==> config.mk <==
export PLATFORM = sky130hd
export DESIGN_NAME = dvp_line_split_flat
export DESIGN_NICKNAME = d
export VERILOG_FILES = /design/src/rtl/dvp_line_split_pkg.sv /design/src/rtl/dvp_line_split_if.sv /design/src/rtl/dvp_line_split_edge_det.sv /design/src/rtl/dvp_line_split.sv /design/src/flat_wrapper.sv
export SDC_FILE = /design/constraint.sdc
export NUM_CORES = 1
export LEC_CHECK = 0
export ABC_AREA = 1
export CAP_MARGIN = 15
export CORE_MARGIN = 8
export CORE_UTILIZATION = 55
export CTS_CLUSTER_SIZE = 40
export DETAILED_ROUTE_END_ITERATION = 10
export DONT_BUFFER_PORTS = 1
export MAX_ROUTING_LAYER = met4
export PLACE_DENSITY_LB_ADDON = 0.1
export SYNTH_ARGS = -nofsm -noshare
export SYNTH_HDL_FRONTEND = slang
export SYNTH_SLANG_ARGS = --single-unit
==> constraint.sdc <==
create_clock -name pixel_pclk -period 2.4 [get_ports pixel_pclk]
set_input_delay 0.48 -clock pixel_pclk [delete_from_list [all_inputs] [get_ports pixel_pclk]]
set_output_delay 0.48 -clock pixel_pclk [all_outputs]
set_load 0.02 [all_outputs]
==> src/rtl/dvp_line_split_pkg.sv <==
// ============================================================================
// Module      : dvp_pkg
// Description : Shared defaults, FSM state encoding and line-geometry helpers
//               for the DVP line splitter.
// Revision    : 1.0 - initial release
// ============================================================================
`default_nettype none

package dvp_pkg;

    localparam int DATA_W_DEF = 16;
    localparam int CNT_W_DEF  = 12;
    localparam int H_HALF_DEF = 640;
    localparam int V_MAX_DEF  = 1023;
    localparam int OFFSET_DEF = 100;

    localparam int LINE_LEN      = 2 * H_HALF_DEF;
    localparam int SPLIT_LEFT_LO = 0;
    localparam int SPLIT_RIGHT_LO = H_HALF_DEF;

    typedef enum logic [1:0] {
        IDLE  = 2'b00,
        LEFT  = 2'b01,
        RIGHT = 2'b10,
        DROP  = 2'b11
    } state_t;

    function automatic int line_len(input int h_half);
        return 2 * h_half;
    endfunction

endpackage

`default_nettype wire

==> src/rtl/dvp_line_split_if.sv <==
// ============================================================================
// Module      : dvp_line_split_if
// Description : Merged DVP input stream plus split per-camera output bundle.
// Revision    : 1.0 - initial release
// ============================================================================
`default_nettype none

interface dvp_line_split_if #(
    parameter int DATA_W = dvp_pkg::DATA_W_DEF,
    parameter int CNT_W  = dvp_pkg::CNT_W_DEF
);
    logic              pixel_vsync;
    logic              pixel_href;
    logic [DATA_W-1:0] pixel_data;

    logic              cam1_valid;
    logic [DATA_W-1:0] cam1_data;
    logic              cam0_valid;
    logic [DATA_W-1:0] cam0_data;
    logic              sol;
    logic              eol;
    logic              sof;
    logic [CNT_W-1:0]  line_cnt;
    logic              err_short;
    logic              err_long;

    modport master (
        output pixel_vsync, pixel_href, pixel_data,
        input  cam1_valid, cam1_data, cam0_valid, cam0_data,
        input  sol, eol, sof, line_cnt, err_short, err_long
    );

    modport slave (
        input  pixel_vsync, pixel_href, pixel_data,
        output cam1_valid, cam1_data, cam0_valid, cam0_data,
        output sol, eol, sof, line_cnt, err_short, err_long
    );
endinterface

`default_nettype wire

==> src/rtl/dvp_line_split_edge_det.sv <==
// ============================================================================
// Module      : dvp_edge_det
// Description : Registers a level once and reports its rising or falling edge.
// Revision    : 1.0 - initial release
// ============================================================================
`default_nettype none

module dvp_edge_det #(
    parameter bit FALLING = 1'b0
) (
    input  wire logic clk,
    input  wire logic rst_n,
    input  wire logic sig,
    output logic      level,
    output logic      pulse
);

    logic r_d;
    logic r_prev;

    always_ff @(posedge clk or negedge rst_n) begin
        if (!rst_n) begin
            r_d    <= 1'b0;
            r_prev <= 1'b0;
        end else begin
            r_d    <= sig;
            r_prev <= r_d;
        end
    end

    assign level = r_d;

    generate
        if (FALLING) begin : g_fall
            assign pulse = ~r_d & r_prev;
        end else begin : g_rise
            assign pulse = r_d & ~r_prev;
        end
    endgenerate

endmodule

`default_nettype wire

==> src/rtl/dvp_line_split.sv <==
// ============================================================================
// Module      : dvp_line_split
// Description : Splits merged cam1|cam0 DVP lines into two per-camera streams
//               and checks line geometry. Optional macro: DVP_SPLIT_OFFSET_EN
//               skips OFFSET leading pixels per line.
// Revision    : 1.0 - initial release
// ============================================================================
`default_nettype none

module dvp_line_split
    import dvp_pkg::*;
#(
    parameter int DATA_W = DATA_W_DEF,
    parameter int H_HALF = H_HALF_DEF,
    parameter int V_MAX  = V_MAX_DEF,
    parameter int CNT_W  = CNT_W_DEF,
    parameter int OFFSET = OFFSET_DEF
) (
    input wire logic         pixel_pclk,
    input wire logic         sys_rst_n,
    dvp_line_split_if.slave  bus
);

`ifdef DVP_SPLIT_OFFSET_EN
    localparam int c_OFF = OFFSET;
`else
    // Offset has no effect in this build.
    localparam int c_OFF = 0 * OFFSET;
`endif

    localparam int c_LEFT_LO   = c_OFF;
    localparam int c_LEFT_EOL  = c_OFF + H_HALF - 1;
    localparam int c_RIGHT_LO  = c_OFF + H_HALF;
    localparam int c_LINE_END  = c_OFF + line_len(H_HALF);
    localparam int c_RIGHT_EOL = c_LINE_END - 1;
    localparam logic [CNT_W-1:0] c_V_MAX = CNT_W'(V_MAX);

    logic              w_vsync_d;
    logic              w_vs_rise;
    logic              w_href_d;
    logic              w_href_fall;
    logic [DATA_W-1:0] r_data_d;

    state_t            r_state;
    state_t            w_state_nxt;
    logic [CNT_W-1:0]  r_col;
    logic [CNT_W-1:0]  w_col_nxt;
    logic [CNT_W-1:0]  w_pix_col;
    int                w_pix;

    logic w_c1_v, w_c0_v, w_sol, w_eol;
    logic w_set_long, w_set_short, w_line_end;

    logic              r_cam1_valid, r_cam0_valid, r_sol, r_eol, r_sof;
    logic [DATA_W-1:0] r_cam1_data, r_cam0_data;
    logic [CNT_W-1:0]  r_line_cnt;
    logic              r_err_short, r_err_long;

    dvp_edge_det #(.FALLING(1'b0)) u_vsync_det (
        .clk   (pixel_pclk),
        .rst_n (sys_rst_n),
        .sig   (bus.pixel_vsync),
        .level (w_vsync_d),
        .pulse (w_vs_rise)
    );

    dvp_edge_det #(.FALLING(1'b1)) u_href_det (
        .clk   (pixel_pclk),
        .rst_n (sys_rst_n),
        .sig   (bus.pixel_href),
        .level (w_href_d),
        .pulse (w_href_fall)
    );

    always_ff @(posedge pixel_pclk or negedge sys_rst_n) begin
        if (!sys_rst_n) begin
            r_data_d <= '0;
            r_state  <= IDLE;
            r_col    <= '0;
        end else begin
            r_data_d <= bus.pixel_data;
            r_state  <= w_state_nxt;
            r_col    <= w_col_nxt;
        end
    end

    // The first pixel of a line is handled in the IDLE cycle itself at column 0.
    always_comb begin
        w_state_nxt = r_state;
        w_col_nxt   = r_col;
        w_pix_col   = (r_state == IDLE) ? '0 : r_col;
        w_pix       = int'(w_pix_col);
        w_c1_v      = 1'b0;
        w_c0_v      = 1'b0;
        w_sol       = 1'b0;
        w_eol       = 1'b0;
        w_set_long  = 1'b0;
        w_set_short = 1'b0;
        w_line_end  = 1'b0;

        if (w_href_d) begin
            w_col_nxt = (w_pix_col == '1) ? w_pix_col : w_pix_col + 1'b1;
            if (w_pix >= c_LINE_END) begin
                w_set_long  = 1'b1;
                w_state_nxt = DROP;
            end else if (w_pix >= c_RIGHT_LO) begin
                w_c0_v      = 1'b1;
                w_sol       = (w_pix == c_RIGHT_LO);
                w_eol       = (w_pix == c_RIGHT_EOL);
                w_state_nxt = (w_pix == c_RIGHT_EOL) ? DROP : RIGHT;
            end else if (w_pix >= c_LEFT_LO) begin
                w_c1_v      = 1'b1;
                w_sol       = (w_pix == c_LEFT_LO);
                w_eol       = (w_pix == c_LEFT_EOL);
                w_state_nxt = (w_pix == c_LEFT_EOL) ? RIGHT : LEFT;
            end else begin
                w_state_nxt = LEFT;
            end
        end else if (w_href_fall && (r_state != IDLE)) begin
            w_line_end  = 1'b1;
            w_set_short = (int'(r_col) < c_LINE_END);
            w_state_nxt = IDLE;
            w_col_nxt   = '0;
        end

        if (w_vs_rise) begin
            w_state_nxt = IDLE;
            w_col_nxt   = '0;
        end
    end

    always_ff @(posedge pixel_pclk or negedge sys_rst_n) begin
        if (!sys_rst_n) begin
            r_cam1_valid <= 1'b0;
            r_cam0_valid <= 1'b0;
            r_cam1_data  <= '0;
            r_cam0_data  <= '0;
            r_sol        <= 1'b0;
            r_eol        <= 1'b0;
            r_sof        <= 1'b0;
            r_line_cnt   <= '0;
            r_err_short  <= 1'b0;
            r_err_long   <= 1'b0;
        end else begin
            r_cam1_valid <= w_c1_v;
            r_cam0_valid <= w_c0_v;
            r_sol        <= w_sol;
            r_eol        <= w_eol;
            r_sof        <= w_vs_rise & w_vsync_d;
            if (w_c1_v) r_cam1_data <= r_data_d;
            if (w_c0_v) r_cam0_data <= r_data_d;

            // Frame start wins over any line-end bookkeeping in the same cycle.
            if (w_vs_rise) begin
                r_line_cnt  <= '0;
                r_err_short <= 1'b0;
                r_err_long  <= 1'b0;
            end else begin
                if (w_line_end && (r_line_cnt != c_V_MAX))
                    r_line_cnt <= r_line_cnt + 1'b1;
                if (w_set_short) r_err_short <= 1'b1;
                if (w_set_long)  r_err_long  <= 1'b1;
            end
        end
    end

    assign bus.cam1_valid = r_cam1_valid;
    assign bus.cam1_data  = r_cam1_data;
    assign bus.cam0_valid = r_cam0_valid;
    assign bus.cam0_data  = r_cam0_data;
    assign bus.sol        = r_sol;
    assign bus.eol        = r_eol;
    assign bus.sof        = r_sof;
    assign bus.line_cnt   = r_line_cnt;
    assign bus.err_short  = r_err_short;
    assign bus.err_long   = r_err_long;

endmodule

`default_nettype wire

==> src/flat_wrapper.sv <==
// flat-port wrapper written by rule: the top's interface ports become plain ports
module dvp_line_split_flat import dvp_pkg::*;
#(
    parameter int DATA_W = DATA_W_DEF,
    parameter int H_HALF = H_HALF_DEF,
    parameter int V_MAX  = V_MAX_DEF,
    parameter int CNT_W  = CNT_W_DEF,
    parameter int OFFSET = OFFSET_DEF
)
  (pixel_pclk, sys_rst_n, bus_pixel_vsync, bus_pixel_href, bus_pixel_data, bus_cam1_valid, bus_cam1_data, bus_cam0_valid, bus_cam0_data, bus_sol, bus_eol, bus_sof, bus_line_cnt, bus_err_short, bus_err_long);
  dvp_line_split_if #(.DATA_W(DATA_W), .CNT_W(CNT_W)) bus_i ();
  input wire logic pixel_pclk;
  input wire logic sys_rst_n;
  input wire logic [$bits(bus_i.pixel_vsync)-1:0] bus_pixel_vsync;
  input wire logic [$bits(bus_i.pixel_href)-1:0] bus_pixel_href;
  input wire logic [$bits(bus_i.pixel_data)-1:0] bus_pixel_data;
  output wire logic [$bits(bus_i.cam1_valid)-1:0] bus_cam1_valid;
  output wire logic [$bits(bus_i.cam1_data)-1:0] bus_cam1_data;
  output wire logic [$bits(bus_i.cam0_valid)-1:0] bus_cam0_valid;
  output wire logic [$bits(bus_i.cam0_data)-1:0] bus_cam0_data;
  output wire logic [$bits(bus_i.sol)-1:0] bus_sol;
  output wire logic [$bits(bus_i.eol)-1:0] bus_eol;
  output wire logic [$bits(bus_i.sof)-1:0] bus_sof;
  output wire logic [$bits(bus_i.line_cnt)-1:0] bus_line_cnt;
  output wire logic [$bits(bus_i.err_short)-1:0] bus_err_short;
  output wire logic [$bits(bus_i.err_long)-1:0] bus_err_long;
  assign bus_i.pixel_vsync = bus_pixel_vsync;
  assign bus_i.pixel_href = bus_pixel_href;
  assign bus_i.pixel_data = bus_pixel_data;
  assign bus_cam1_valid = bus_i.cam1_valid;
  assign bus_cam1_data = bus_i.cam1_data;
  assign bus_cam0_valid = bus_i.cam0_valid;
  assign bus_cam0_data = bus_i.cam0_data;
  assign bus_sol = bus_i.sol;
  assign bus_eol = bus_i.eol;
  assign bus_sof = bus_i.sof;
  assign bus_line_cnt = bus_i.line_cnt;
  assign bus_err_short = bus_i.err_short;
  assign bus_err_long = bus_i.err_long;
  dvp_line_split #(.DATA_W(DATA_W), .H_HALF(H_HALF), .V_MAX(V_MAX), .CNT_W(CNT_W), .OFFSET(OFFSET)) u_core (.pixel_pclk(pixel_pclk), .sys_rst_n(sys_rst_n), .bus(bus_i));
endmodule
==> run summary <==
FLOORPLANNING
--------------------------------------------------------------------------------
I/O pin total .....................................................           71
Area of the die ...................................................   10,000 um2
Die Y-Extent ......................................................       100 um
Core footprint ....................................................     6830 um2
Horizontal die dimension ..........................................       100 um
Std cell rows .....................................................           30
Effective utilization at floorplan ................................        56.8%

GLOBAL ROUTING
--------------------------------------------------------------------------------
Initial antenna violation count ...................................            1
Overflow left after global routing ................................            0
Vias in the first global route ....................................        2,839
Pin count of the biggest net entering global routing ..............           86
Total global routing track utilization ............................        17.1%
Global-route wire length before repair ............................      13.2 mm

SYNTH
--------------------------------------------------------------------------------
Post-Syn Instances ................................................          441
Number of warnings reported in the yosys synthesis log ............            0
Share of synthesized registers carrying an async set or reset .....         100%
EDFF count, synth .................................................            0
Count of unique library cells instantiated by Yosys ...............           28
Post-synth top cells .............................................. sky130_fd_sc_hd__nand2_1, sky130_fd_sc_hd__dfrtp_1, sky130_fd_sc_hd__inv_1
Most frequent cell after synthesis ................................ sky130_fd_sc_hd__nand2_1
Synth area leader ................................................. sky130_fd_sc_hd__dfrtp_1
Leading cell types by total area after synthesis .................. sky130_fd_sc_hd__dfrtp_1, sky130_fd_sc_hd__nand2_1, sky130_fd_sc_hd__inv_1
Fraction of post-synthesis cell area in the top cell type by area .        54.8%
Register bit count reported by yosys ..............................           85
Synthesized net count .............................................          463
Mapped Area .......................................................     3880 um2
Most frequently used flop master after synthesis .................. sky130_fd_sc_hd__dfrtp_1
Mean instance size in the synthesized netlist .....................     8.80 um2
Sequential cell area fraction in the yosys report .................        54.8%

STA
--------------------------------------------------------------------------------
Maximum achievable frequency ......................................      494 MHz
Final setup violation count .......................................            0
Remaining max-slew budget at the tightest pin .....................        55.4%
Shortest period the worst path allows .............................      2.02 ns
Actual transition at the worst max-transition pin .................     0.667 ns
Period utilization ................................................        84.4%
Worst slack on hold paths .........................................    -0.194 ns
Setup repair after global routing missed its margin ...............           no
Total negative slack ..............................................         0 ns
Number of failing hold endpoints at the final stage ...............           85
Post-route worst setup slack ......................................     0.375 ns
Largest clock skew in the final design ............................    0.0159 ns
Number of pins exceeding their max-slew limit in the final report .            0

ROUTING
--------------------------------------------------------------------------------
Length of the first detailed-routing pass in iterations ...........            4
Via count .........................................................        2,833
Number of antenna-violating nets in the routed design .............            0
Routed vias/inst ..................................................         5.19
Initial drt markers ...............................................          131
DRC violation count after routing .................................            0
Wirelength, routed ................................................      7.84 mm
Avg WL per Cell ...................................................      14.4 um

SETUP PATH
--------------------------------------------------------------------------------
Element type at the critical path end .............................    flip-flop
Biggest fanout along the worst timing path ........................           14
Worst Setup Start Kind ............................................    flip-flop
Data required, critical path ......................................      2.68 ns
Arrival time at the worst endpoint ................................      2.30 ns
Type of the worst setup path ...................................... flip-flop to flip-flop

PLACEMENT
--------------------------------------------------------------------------------
Hpwl dp ...........................................................      5.55 mm
Worst Setup Slack post-DPL ........................................     0.385 ns
Total of buffers placed on input and output ports .................            0
Routability congestion estimate ...................................        0.905
Number of placed cells counting well taps .........................          529

CLOCK TREE
--------------------------------------------------------------------------------
Reg clk slew, reported paths ......................................      0.10 ns
CTS tree ..........................................................         done
H-tree Lvls .......................................................            3
Setup Fix Bufs, Post-CTS ..........................................            0
Clock Root Buffer ................................................. sky130_fd_sc_hd__clkbuf_8
Clock buffer count from CTS .......................................            9
Clock Sink Count ..................................................           85
Latest clock arrival within the worst-skew pair ...................      0.36 ns
Clock Tree Buf Depth ..............................................            2
Resize count post-CTS .............................................            0

FINISH
--------------------------------------------------------------------------------
Net count, final ..................................................          466
Fraction of final layout cells with drive strength greater than 1 .        12.2%
Layout Utilization ................................................        60.4%
Final cell count without fillers ..................................          546
Area delta synth->final ...........................................        6.29%
Fillers ...........................................................          595

POWER
--------------------------------------------------------------------------------
Peak ir drop on the vdd network ...................................   0.000539 V
Leakage power .....................................................   0.00210 uW
Cell area power density ...........................................   661 nW/um2

STATUS
--------------------------------------------------------------------------------
Result of the run ................................................. finished with violations
Failing checks .................................................... negative hold slack

HOLD PATH
--------------------------------------------------------------------------------
Class of the most critical hold timing path ....................... input pin to async pin

RUN
--------------------------------------------------------------------------------
Count of max-cap constraint violations ............................            0

-- cell families after synthesis --
| group | count (synthesis) | synth area share, % |
|---|---|---|
| AOI/OAI and AO/OA | 55 | 7.96 |
| xor gates and xnor gates | 4 | 0.903 |
| adders and majority gates | 2 | 0.645 |
| buffers and inverters | 66 | 7.90 |
| DFF | 85 | 54.8 |
| and+or+nand+nor | 229 | 27.8 |
-- layout make-up --
type | instances | area, um2 | share of cell area [%]
multi-input combinational | 290 | 1450 | 35.1
sequential | 85 | 2130 | 51.6
tap | 96 | 120 | 2.91
clock inverter | 6 | 71.3 | 1.73
antenna | 1 | 2.50 | 0.0607
timing repair buffer | 3 | 22.5 | 0.546
clock buffer | 10 | 128 | 3.09
inverter | 55 | 206 | 5.00
-- flip-flops by register name, summed over array words and instances (netlist names) --
name / count
u_core.bus.line_cnt: 12
u_core.u_vsync_det.r_prev: 1
u_core.bus.eol: 1
u_core.bus.cam0_data: 16
u_core.bus.cam0_valid: 1
u_core.u_href_det.r_prev: 1
u_core.bus.sol: 1
u_core.u_href_det.level: 1
u_core.r_col: 12
u_core.r_data_d: 16
u_core.bus.err_long: 1
u_core.bus.sof: 1
u_core.bus.err_short: 1
u_core.u_vsync_det.level: 1
u_core.bus.cam1_valid: 1
u_core.r_state: 2
u_core.bus.cam1_data: 16
-- path summary, 6_finish.rpt --
path | from | slack, ns | cells after the start | end
min reg2reg | u_core.u_vsync_det.level | 0.39 | 0 | u_core.u_vsync_det.r_prev
max | u_core.r_state[0] | 0.38 | 13 | u_core.r_col[9]
min | sys_rst_n | -0.19 | 0 | u_core.r_col[6]
max in group asynchronous | sys_rst_n | 2.40 | 0 | u_core.u_vsync_det.r_prev
min in group pixel_pclk | bus_pixel_data[2] | 0.15 | 0 | u_core.r_data_d[2]
max reg2reg | u_core.r_state[0] | 0.38 | 13 | u_core.r_col[9]
-- through the flow --
step	area [um2]	hold slack [ns]	power [uW]
floorplan	3880	0.184	1710
global placement	3920	0.188	1740
detailed placement	3920	0.189	1750
CTS	4120	-0.203	2770
global route	4130	-0.213	2850
finish	4130	-0.194	2730
-- per-layer routing --
metal	track usage [%]	routed length, um	vias to the layer above
li1	-	-	1409
met5	-	0	-
met1	20.4	3410	1326
met3	6.92	694	12
met2	25.8	3630	86
met4	5.35	110	0
-- placed cells by master, fill, tap and decap left out, types with 4 or more instances in the layout --
master,netlist,routed
sky130_fd_sc_hd__nor2_1,28,28
sky130_fd_sc_hd__nand4_1,7,7
sky130_fd_sc_hd__xor2_1,4,4
sky130_fd_sc_hd__o21ai_1,28,28
sky130_fd_sc_hd__nor3_1,13,13
sky130_fd_sc_hd__clkbuf_8,0,9
sky130_fd_sc_hd__inv_1,46,46
sky130_fd_sc_hd__nand2_1,127,127
sky130_fd_sc_hd__inv_2,9,9
sky130_fd_sc_hd__nand3_1,32,32
sky130_fd_sc_hd__nand2_4,6,6
sky130_fd_sc_hd__nor2_4,4,4
sky130_fd_sc_hd__a21oi_1,8,8
sky130_fd_sc_hd__o21ai_2,7,7
sky130_fd_sc_hd__nand2_2,4,4
sky130_fd_sc_hd__dfrtp_1,85,85
sky130_fd_sc_hd__o21ai_0,9,9
-- power by group --
| part | switching [uW] | leakage (uW) | internal [uW] |
|---|---|---|---|
| Combinational | 101 | 0.000902 | 45.5 |
| Clock | 522 | 0.0000988 | 492 |
| Sequential | 79.8 | 0.00110 | 1490 |
| Total | 703 | 0.00210 | 2030 |
-- critical path: stages, from the launching register on --
cell and delay, ns:
sky130_fd_sc_hd__dfrtp_1 0.42, sky130_fd_sc_hd__inv_2 0.06, sky130_fd_sc_hd__nand2_4 0.19, sky130_fd_sc_hd__nand2_4 0.11, sky130_fd_sc_hd__inv_1 0.12, sky130_fd_sc_hd__ha_1 0.21, sky130_fd_sc_hd__nand2_1 0.10, sky130_fd_sc_hd__nor2_4 0.17
sky130_fd_sc_hd__inv_2 0.09, sky130_fd_sc_hd__nor2_8 0.14, sky130_fd_sc_hd__nand2_4 0.11, sky130_fd_sc_hd__nand2_1 0.09, sky130_fd_sc_hd__nand3_1 0.08, sky130_fd_sc_hd__o21ai_2 0.06
(Power assumes the default switching activity.)
